--- config.mk ---
export PLATFORM = sky130hd
export DESIGN_NAME = game_seq_ctrl
export DESIGN_NICKNAME = d
export VERILOG_FILES = /design/src/rtl/game_seq_ctrl.sv
export SDC_FILE = /design/constraint.sdc
export NUM_CORES = 1
export LEC_CHECK = 0
export ABC_AREA = 1
export CAP_MARGIN = 20
export CORE_MARGIN = 8
export CORE_UTILIZATION = 30
export CTS_BUF_LIST = sky130_fd_sc_hd__clkbuf_4
export DETAILED_ROUTE_END_ITERATION = 10
export SETUP_SLACK_MARGIN = 0.1
export SYNTH_ARGS = -nofsm -noshare
export SYNTH_HDL_FRONTEND = slang
export SYNTH_SLANG_ARGS = --single-unit
--- constraint.sdc ---
create_clock -name board_clk -period 3.1 [get_ports board_clk]
set_input_delay 0.31 -clock board_clk [delete_from_list [all_inputs] [get_ports board_clk]]
set_output_delay 0.31 -clock board_clk [all_outputs]
set_load 0.02 [all_outputs]
--- src/rtl/game_seq_ctrl.sv ---
// game_seq_ctrl: sequencer for the VGA obstacle-crossing game.
// Owns the game FSM, obstacle-shift and player-move tick generation,
// lives / score / level bookkeeping, and the strobes that drive the
// row and player registers.
//
// Ports:
//   board_clk            system clock
//   reset                asynchronous, active-high
//   start                start switch (level)
//   btn_u/d/l/r          debounced buttons (level)
//   hit, goal            collision / ending-row flags from playfield logic
//   state[2:0]           IDLE=0 PLAY=1 HIT=2 WIN=3 OVER=4
//   obst_en              1-cycle pulse: shift obstacle rows
//   move_en, move_dir    1-cycle pulse + direction (0=down 1=up 2=right 3=left)
//   load_rows            1-cycle pulse: reload obstacle patterns
//   load_player          1-cycle pulse: respawn player
//   lives[1:0], score[3:0], level[1:0], won
module game_seq_ctrl #(
  parameter int OBST_DIV   = 8388608,
  parameter int PLAYER_DIV = 4194304,
  parameter int HOLD_CYC   = 25000000,
  parameter int LIVES      = 3,
  parameter int SCORE_MAX  = 10
) (
  input  logic       board_clk,
  input  logic       reset,
  input  logic       start,
  input  logic       btn_u,
  input  logic       btn_d,
  input  logic       btn_l,
  input  logic       btn_r,
  input  logic       hit,
  input  logic       goal,
  output logic [2:0] state,
  output logic       obst_en,
  output logic       move_en,
  output logic [1:0] move_dir,
  output logic       load_rows,
  output logic       load_player,
  output logic [1:0] lives,
  output logic [3:0] score,
  output logic [1:0] level,
  output logic       won
);

  localparam int OW = (OBST_DIV   > 2) ? $clog2(OBST_DIV)   : 1;
  localparam int PW = (PLAYER_DIV > 2) ? $clog2(PLAYER_DIV) : 1;
  localparam int HW = (HOLD_CYC   > 2) ? $clog2(HOLD_CYC)   : 1;

  localparam logic [PW-1:0] PLY_LIM  = PW'(PLAYER_DIV - 1);
  localparam logic [HW-1:0] HOLD_LIM = HW'(HOLD_CYC - 1);
  localparam logic [1:0]    LIVES_INIT = 2'(LIVES);
  localparam logic [3:0]    SCORE_TOP  = 4'(SCORE_MAX);

  typedef enum logic [2:0] {
    IDLE = 3'd0,
    PLAY = 3'd1,
    HIT  = 3'd2,
    WIN  = 3'd3,
    OVER = 3'd4
  } state_t;

  state_t          state_q, state_d;
  logic            start_q;
  logic [OW-1:0]   obst_cnt_q, obst_cnt_d;
  logic [PW-1:0]   ply_cnt_q, ply_cnt_d;
  logic [HW-1:0]   hold_q, hold_d;
  logic            obst_en_q, obst_en_d;
  logic            move_en_q, move_en_d;
  logic [1:0]      move_dir_q, move_dir_d;
  logic            load_rows_q, load_rows_d;
  logic            load_player_q, load_player_d;
  logic [1:0]      lives_q, lives_d;
  logic [3:0]      score_q, score_d;
  logic [1:0]      level_q, level_d;
  logic            won_q, won_d;

  logic            start_rise;
  logic [OW-1:0]   obst_lim;
  logic            obst_wrap;
  logic            ply_wrap;
  logic            btn_one;
  logic [1:0]      btn_dir;

  assign start_rise = start & ~start_q;
  // Each level halves the obstacle period.
  assign obst_lim   = OW'((OBST_DIV >> level_q) - 1);
  assign obst_wrap  = (obst_cnt_q == obst_lim);
  assign ply_wrap   = (ply_cnt_q == PLY_LIM);

  always_comb begin
    btn_one = 1'b1;
    btn_dir = 2'd0;
    unique case ({btn_u, btn_d, btn_l, btn_r})
      4'b1000: btn_dir = 2'd1;
      4'b0100: btn_dir = 2'd0;
      4'b0010: btn_dir = 2'd3;
      4'b0001: btn_dir = 2'd2;
      default: btn_one = 1'b0;
    endcase
  end

  always_comb begin
    state_d       = state_q;
    obst_cnt_d    = '0;
    ply_cnt_d     = '0;
    hold_d        = '0;
    obst_en_d     = 1'b0;
    move_en_d     = 1'b0;
    move_dir_d    = move_dir_q;
    load_rows_d   = 1'b0;
    load_player_d = 1'b0;
    lives_d       = lives_q;
    score_d       = score_q;
    level_d       = level_q;
    won_d         = won_q;

    unique case (state_q)
      IDLE, OVER: begin
        if (start_rise) begin
          lives_d       = LIVES_INIT;
          score_d       = '0;
          level_d       = '0;
          won_d         = 1'b0;
          load_rows_d   = 1'b1;
          load_player_d = 1'b1;
          state_d       = PLAY;
        end
      end
      PLAY: begin
        // Tick counters only advance while staying in PLAY, so a wrap that
        // coincides with hit/goal produces no strobe in HIT/WIN, and every
        // PLAY entry starts them from zero.
        if (hit) begin
          lives_d = (lives_q == '0) ? '0 : lives_q - 2'd1;
          state_d = HIT;
        end else if (goal) begin
          score_d = (score_q == SCORE_TOP) ? score_q : score_q + 4'd1;
          level_d = (level_q == 2'd3) ? level_q : level_q + 2'd1;
          state_d = WIN;
        end else begin
          obst_cnt_d = obst_wrap ? '0 : obst_cnt_q + 1'b1;
          ply_cnt_d  = ply_wrap  ? '0 : ply_cnt_q + 1'b1;
          obst_en_d  = obst_wrap;
          if (ply_wrap && btn_one) begin
            move_en_d  = 1'b1;
            move_dir_d = btn_dir;
          end
        end
      end
      HIT: begin
        if (hold_q == HOLD_LIM) begin
          if (lives_q == '0) begin
            state_d = OVER;
          end else begin
            load_player_d = 1'b1;
            state_d       = PLAY;
          end
        end else begin
          hold_d = hold_q + 1'b1;
        end
      end
      WIN: begin
        if (hold_q == HOLD_LIM) begin
          if (score_q == SCORE_TOP) begin
            won_d   = 1'b1;
            state_d = OVER;
          end else begin
            load_rows_d   = 1'b1;
            load_player_d = 1'b1;
            state_d       = PLAY;
          end
        end else begin
          hold_d = hold_q + 1'b1;
        end
      end
      default: state_d = IDLE;
    endcase
  end

  always_ff @(posedge board_clk or posedge reset) begin
    if (reset) begin
      state_q       <= IDLE;
      start_q       <= 1'b0;
      obst_cnt_q    <= '0;
      ply_cnt_q     <= '0;
      hold_q        <= '0;
      obst_en_q     <= 1'b0;
      move_en_q     <= 1'b0;
      move_dir_q    <= '0;
      load_rows_q   <= 1'b0;
      load_player_q <= 1'b0;
      lives_q       <= '0;
      score_q       <= '0;
      level_q       <= '0;
      won_q         <= 1'b0;
    end else begin
      state_q       <= state_d;
      start_q       <= start;
      obst_cnt_q    <= obst_cnt_d;
      ply_cnt_q     <= ply_cnt_d;
      hold_q        <= hold_d;
      obst_en_q     <= obst_en_d;
      move_en_q     <= move_en_d;
      move_dir_q    <= move_dir_d;
      load_rows_q   <= load_rows_d;
      load_player_q <= load_player_d;
      lives_q       <= lives_d;
      score_q       <= score_d;
      level_q       <= level_d;
      won_q         <= won_d;
    end
  end

  assign state       = state_q;
  assign obst_en     = obst_en_q;
  assign move_en     = move_en_q;
  assign move_dir    = move_dir_q;
  assign load_rows   = load_rows_q;
  assign load_player = load_player_q;
  assign lives       = lives_q;
  assign score       = score_q;
  assign level       = level_q;
  assign won         = won_q;

endmodule

# After elaboration in Yosys (flattened, before gate mapping)

Cells that the tools add are included.

Bits in registers: 89
Input bits: 9
Word-level logic and storage cells: 115

Add/subtract/negate cells: 7
Equal/unequal tests: 23
Shift-type cells: 1
Multiplexer cells: 52
Bitwise logic cells: 4
Reductions and logical operators: 14

Operators with widths:

| cell                                                                  | count |
|---|---|
| 23-bit 2-to-1 mux                                                     | 4 |
| 22-bit 2-to-1 mux                                                     | 4 |
| 25-bit 2-to-1 mux                                                     | 2 |
| 25-bit by 1-bit adder with 25-bit output, second input constant       | 1 |
| 25-bit equality test, second input constant                           | 1 |
| 24-bit by 2-bit >> shifter with 23-bit output, first input constant   | 1 |
| 23-bit by 1-bit adder with 23-bit output, second input constant       | 1 |
| 23-bit equality test                                                  | 1 |
| 23-bit by 2-bit subtractor with 23-bit output, second input constant  | 1 |
| 22-bit by 1-bit adder with 22-bit output, second input constant       | 1 |
| 22-bit equality test, second input constant                           | 1 |
| 3-bit 2-to-1 mux                                                      | 7 |
| 2-bit inequality test, second input constant                          | 9 |
| 1-bit 2-to-1 mux                                                      | 16 |
| 4-bit 2-to-1 mux                                                      | 4 |
| 2-bit 2-to-1 mux                                                      | 7 |
| 3-bit one-hot mux with 4 select lines                                 | 1 |
| 4-bit AND reduction                                                   | 3 |
| 5-bit AND reduction                                                   | 2 |
| 4-bit equality test, second input constant                            | 2 |
| 2-bit one-hot mux with 2 select lines                                 | 2 |
| 4-bit one-hot mux with 2 select lines                                 | 1 |
| 3-bit by 2-bit equality test with 1-bit output, second input constant | 2 |
| 2-bit one-hot mux with 3 select lines                                 | 1 |
| other kinds (21)                                                      | 26 |

# Longest topological paths before layout

Depth in word-level cells: 8
Mapped depth: 12

# Worst setup path after synthesis

No wires, ideal clock.

Kind: register to register
Start: register level_q[0] (netlist: level[0])
End: register obst_cnt_q[16]
Arrival time: 1.441 ns
Required time: 2.980 ns
Slack: 1.539 ns
Cell stages (with the launch flop): 12
Buffers on the path: 1
Clock period less this slack: 1.561 ns
Cell sequence: dfrtp_1 -> inv_1 -> ha_1 -> inv_1 -> nand2_1 -> nand3b_1 -> nand2_1 -> nor2_1 -> nand2_1 -> nand2_2 -> buf_6 -> nor2_1

Cells in the longest elaborated chain, start to end: 7

RTL lines:

| element                                       | RTL line | source |
|---|---|---|
| start, declared                               | 75       | `logic [1:0] level_q, level_d;` |
| start signal, assigned                        | 210      | `level_q <= level_d;` |
| 24-bit by 2-bit >> shifter with 23-bit output | 87       | `assign obst_lim = OW'((OBST_DIV >> level_q) - 1);` |
| 23-bit by 2-bit subtractor with 23-bit output | 87       |  |
| 23-bit equality test                          | 88       | `assign obst_wrap = (obst_cnt_q == obst_lim);` |
| 23-bit 2-to-1 mux                             | 142      | `obst_cnt_d = obst_wrap ? '0 : obst_cnt_q + 1'b1;` |
| 23-bit 2-to-1 mux                             | 137      | `end else if (goal) begin` |
| 23-bit 2-to-1 mux                             | 134      | `if (hit) begin` |
| 23-bit 2-to-1 mux                             | 118      | `unique case (state_q)` |
| net obst_cnt_d[16]                            | 65       | `logic [OW-1:0] obst_cnt_q, obst_cnt_d;` |
| end signal, assigned                          | 200      | `obst_cnt_q <= obst_cnt_d;` |
| end, declared                                 | 65       |  |

The timed path passes the listed nets, and every way through them passes these cells.
A chain may end at the register's enable or synchronous reset.

# Worst setup path in the final report

Start: register state_q[0] (netlist: state[0])
End: output state[0]

RTL lines:

| element                | RTL line | source |
|---|---|---|
| start, declared        | 63       | `state_t state_q, state_d;` |
| start signal, assigned | 198      | `state_q <= state_d;` |
| end, declared          | 34       | `output logic [2:0] state,` |

No word-level cell between the ends.

==> results.md <==
Synthesis:
- The total nets after synthesis is between 700 and 800.
- The most used flip-flop cell after synthesis is sky130_fd_sc_hd__dfrtp_1.
- Sequential cells were found to cover 43.2% of the synthesized design area.
- Synthesis produced between 600 and 700 cells.
- Yosys mapped a number of flops with a built-in enable equal to 0.
- Of all flip-flops after synthesis, the portion carrying an async set or reset was 100%.
- Of the post-synthesis cell area, the dominant cell type holds 43.2%.
- In the synthesized netlist, the cells that appear most often are 171 x sky130_fd_sc_hd__nand2_1, 145 x sky130_fd_sc_hd__nor2_1, 89 x sky130_fd_sc_hd__dfrtp_1.
- Among all cell types in the netlist, the one instantiated most often is sky130_fd_sc_hd__nand2_1.
- The netlist uses 35 different library cells.
- After synthesis the netlist holds a flip-flop and latch count of around 90.
- During synthesis, Yosys emitted a total of 0 warnings.
- The post-synth design cell area is 5150 sq um.
- Yosys attributes the largest share of cell area to sky130_fd_sc_hd__dfrtp_1 43%, sky130_fd_sc_hd__nand2_1 12%, sky130_fd_sc_hd__nor2_1 11%, sky130_fd_sc_hd__inv_1 5.2%, sky130_fd_sc_hd__nand3_1 4.6%.
- The average instance in the mapped netlist occupies 7.53 sq um.
- The synthesized design spends more area on one cell type than any other, namely sky130_fd_sc_hd__dfrtp_1.

Run:
- The number of violations of the max-capacitance limit is 0.

Floorplan:
- Row generation in the floorplan step produced 48 rows.
- In this run the standard cell core region covers around 17,000 sq um.
- Measured along the y axis, the die boundary spans about 150 microns.
- The number of primary I/O pins is 27.
- The x dimension of the die is approximately 150 microns.
- The effective utilization at floorplan is 30.2%.
- The die covers 21,600 sq um.

Clock network:
- Counting every sink on the clock net gives 89.
- The clock tree root buffer cell is sky130_fd_sc_hd__clkbuf_4.
- In this run, post-CTS repair resized a total of 0 instances.
- Hold repair after CTS inserted 0 buffers.
- The longest clock path from root to sink contains 2 buffers.
- The buffer count from post-CTS setup fixing is 0.
- The source-to-sink clock delay at the later pin of the worst-skew pair is 460 ps.
- The clock tree synthesis step divided the H-tree into 3 levels.
- The total clock buffers created by CTS is 9.
- The CTS clock-pin slew for the worst setup and hold paths is 140 ps.
- The TritonCTS clock tree is yes.

Power:
- The total power per unit cell area is 329 nW/um^2.
- In this run, flip-flops and latches consume 61.1% of the power.
- In this run switching power makes up between 20% and 30% of total power.
- IR analysis of the VDD net gives a maximum drop of between 200 and 250 uV.
- The share of total power dissipated in the clock network is about 36%.
- The total internal power is 1.46 mW.
- The combinational group share of total power is 3.0%.
- The net switching power is 449 uW.
- The leakage power summed over all cells is 2.41 nW.

Global routing:
- The first-pass GRT wire length is 19,500 microns.
- The number of antenna violations at the first check in global routing is 1.
- The via count of the first global-routing pass was 4,032.
- The total grt overflow is 0.
- For this run, the total global-route usage over all layers was measured as around 11%.
- Entering global routing, the biggest net connects slightly above 40 pins.

Place:
- The total half-perimeter wirelength after legalization and detailed placement is 8550 microns.
- At the end of routability-driven placement, the weighted congestion stood at 0.911.
- The cell area after placement is 5650 sq um.
- The count of input and output buffers is 26.

Run status:
- The run finished with clean final reports.

Timing:
- Setup violations remaining at the end of the flow were counted as 0.
- The achievable clock frequency is 504 MHz.
- The actual slew at the worst max-slew pin is 699 ps.
- The clock period could shrink to 1980 ps.
- The number of slew-limit violations in the final report is 0.
- After routing, the total negative slack on setup checks comes to 0 ps.
- Dividing the final minimum period by the clock period gives 64.0%.
- Setup repair after global routing left no endpoint under its margin.
- The final hold violation count is 0.
- The worst-case headroom to the max-slew limit is 53.2%.
- Clock skew on the completed layout was measured at 18.5 ps.

Detailed routing:
- The first-pass iteration count of the detailed router is 4.
- For this run, design rule violations remaining after detail routing come to 0.
- After detailed routing, the number of vias per cell comes to 4.49.
- Summed over all layers, the routed wires come to 11,300 microns.
- For this block, the initial DRC count from the detailed router was 189.
- Summing over every cut layer, the via total after detailed routing is about 4,300.
- The average wire per standard cell is 11.9 microns.
- In this run the remaining antenna-violating nets after routing total 0.

Critical path:
- The critical path in this run is classified as reg2out.
- The slowest library cell on the worst path is sky130_fd_sc_hd__clkdlybuf4s50_1.
- STA classifies the critical path endpoint as an output port.
- The type of origin of the critical path is a flip-flop.
- For this run, the slowest stage of the critical path takes 670 ps.
- The number of buffer and inverter stages on the critical path is 1.
- The worst reg-to-reg path cell count is 8.
- The reg-to-reg setup timing slack is 1160 ps.
- The startpoint identified for the worst register-to-register timing path is ply_cnt_q[0].
- The biggest fanout along the worst timing path is 7.
- The data arrival time at the worst-slack endpoint is 1670 ps.
- The most critical setup path has its startpoint at state[0].
- Traced cell by cell, the critical path runs through clkdlybuf4s50_1.
- The gate family responsible for the most delay along the worst path is buffers and inverters.
- At the worst endpoint, the required time is approximately 2800 ps.
- The end of the worst register-to-register path is ply_cnt_q[7].

Final layout:
- After routing the design area is 5790 sq um.
- The final net count is 735.
- The fraction of layout instances using a drive strength above 1 is about 9.0%.
- The area growth from synthesis to layout is 12.5%.
- At the end of the flow the core is filled with cells to 34.0%.
- The number of fill cells in the layout is around 1,900.

Worst hold path:
- The worst hold-check path type is in2async.
final cells by class:
class                      count  area (sq um)  area share, %
antenna                        1          2.50         0.0432
sequential                    89          2230           38.4
timing repair buffer          29           283           4.88
multi-input combinational    514          2570           44.4
inverter                      75           284           4.90
clock inverter                 4          51.3          0.885
tap                          225           282           4.86
clock buffer                  12          90.1           1.55
metrics by stage:
step | worst slack, ps | std cells | hold WS [ps] | total power [mW]
final | 1120 | 949 | 213 | 1.91
after detailed placement | 1140 | 932 | 452 | 1.25
after global placement | 1200 | 932 | 447 | 1.25
after floorplan | 483 | 684 | 341 | 1.22
after global routing | 947 | 949 | 224 | 1.99
after CTS | 1060 | 948 | 204 | 1.95
state kept, by name, summed over array words and instances (netlist names):
signal,count
hold_q,25
level,2
lives,2
load_player,1
load_rows,1
move_dir,2
move_en,1
obst_cnt_q,23
obst_en,1
ply_cnt_q,22
score,4
start_q,1
state,3
won,1
logic make-up (layout without fill, tap and decap cells):
| kind of cell | count (synthesis) | in the layout | share of synthesized area (%) |
|---|---|---|---|
| AOI/OAI and AO/OA | 30 | 30 | 3.42 |
| other | 0 | 1 | 0 |
| and+or+nand+nor | 439 | 439 | 38.3 |
| DFF | 89 | 89 | 43.2 |
| adders and majority gates | 8 | 8 | 1.94 |
| buffers and inverters | 81 | 120 | 6.80 |
| xor gates and xnor gates | 37 | 37 | 6.29 |
power by group through the flow:
stage,clock [mW],sequential (mW),combinational (mW)
floorplan,0,1.19,0.0259
global placement,0,1.19,0.0590
detailed placement,0,1.19,0.0601
CTS,0.720,1.17,0.0604
global route,0.758,1.17,0.0669
finish,0.686,1.17,0.0574
placed cells by master (no fill, tap or decap), types with 8 or more instances in the layout:
| master | n |
|---|---|
| sky130_fd_sc_hd__o21ai_0 | 12 |
| sky130_fd_sc_hd__a21oi_1 | 9 |
| sky130_fd_sc_hd__xor2_1 | 25 |
| sky130_fd_sc_hd__inv_1 | 71 |
| sky130_fd_sc_hd__nor3_1 | 16 |
| sky130_fd_sc_hd__dfrtp_1 | 89 |
| sky130_fd_sc_hd__clkdlybuf4s50_1 | 26 |
| sky130_fd_sc_hd__xnor2_1 | 12 |
| sky130_fd_sc_hd__nand2_1 | 171 |
| sky130_fd_sc_hd__nand4_1 | 10 |
| sky130_fd_sc_hd__nor2_1 | 145 |
| sky130_fd_sc_hd__clkbuf_4 | 12 |
| sky130_fd_sc_hd__ha_1 | 8 |
| sky130_fd_sc_hd__nor2_2 | 16 |
| sky130_fd_sc_hd__nand3_1 | 47 |
per-layer routing:
metal | wire [microns] | vias to the layer above | global-route usage, %
met2 | 5190 | 74 | 17.7
met5 | 0 | - | 0
met4 | 205 | 0 | 4.90
li1 | - | 2225 | -
met1 | 5540 | 1951 | 14.3
met3 | 379 | 13 | 1.75
worst max-delay path by stage:
stage	end	slack, ps	cells after the start
final	state[0]	1120	1
after global routing	ply_cnt_q[19]	950	8
after CTS	state[0]	1060	1
after detailed placement	ply_cnt_q[7]	1140	8
after global placement	ply_cnt_q[7]	1200	8
after floorplan	hold_q[0]	480	1
(Power assumes the default switching activity.)
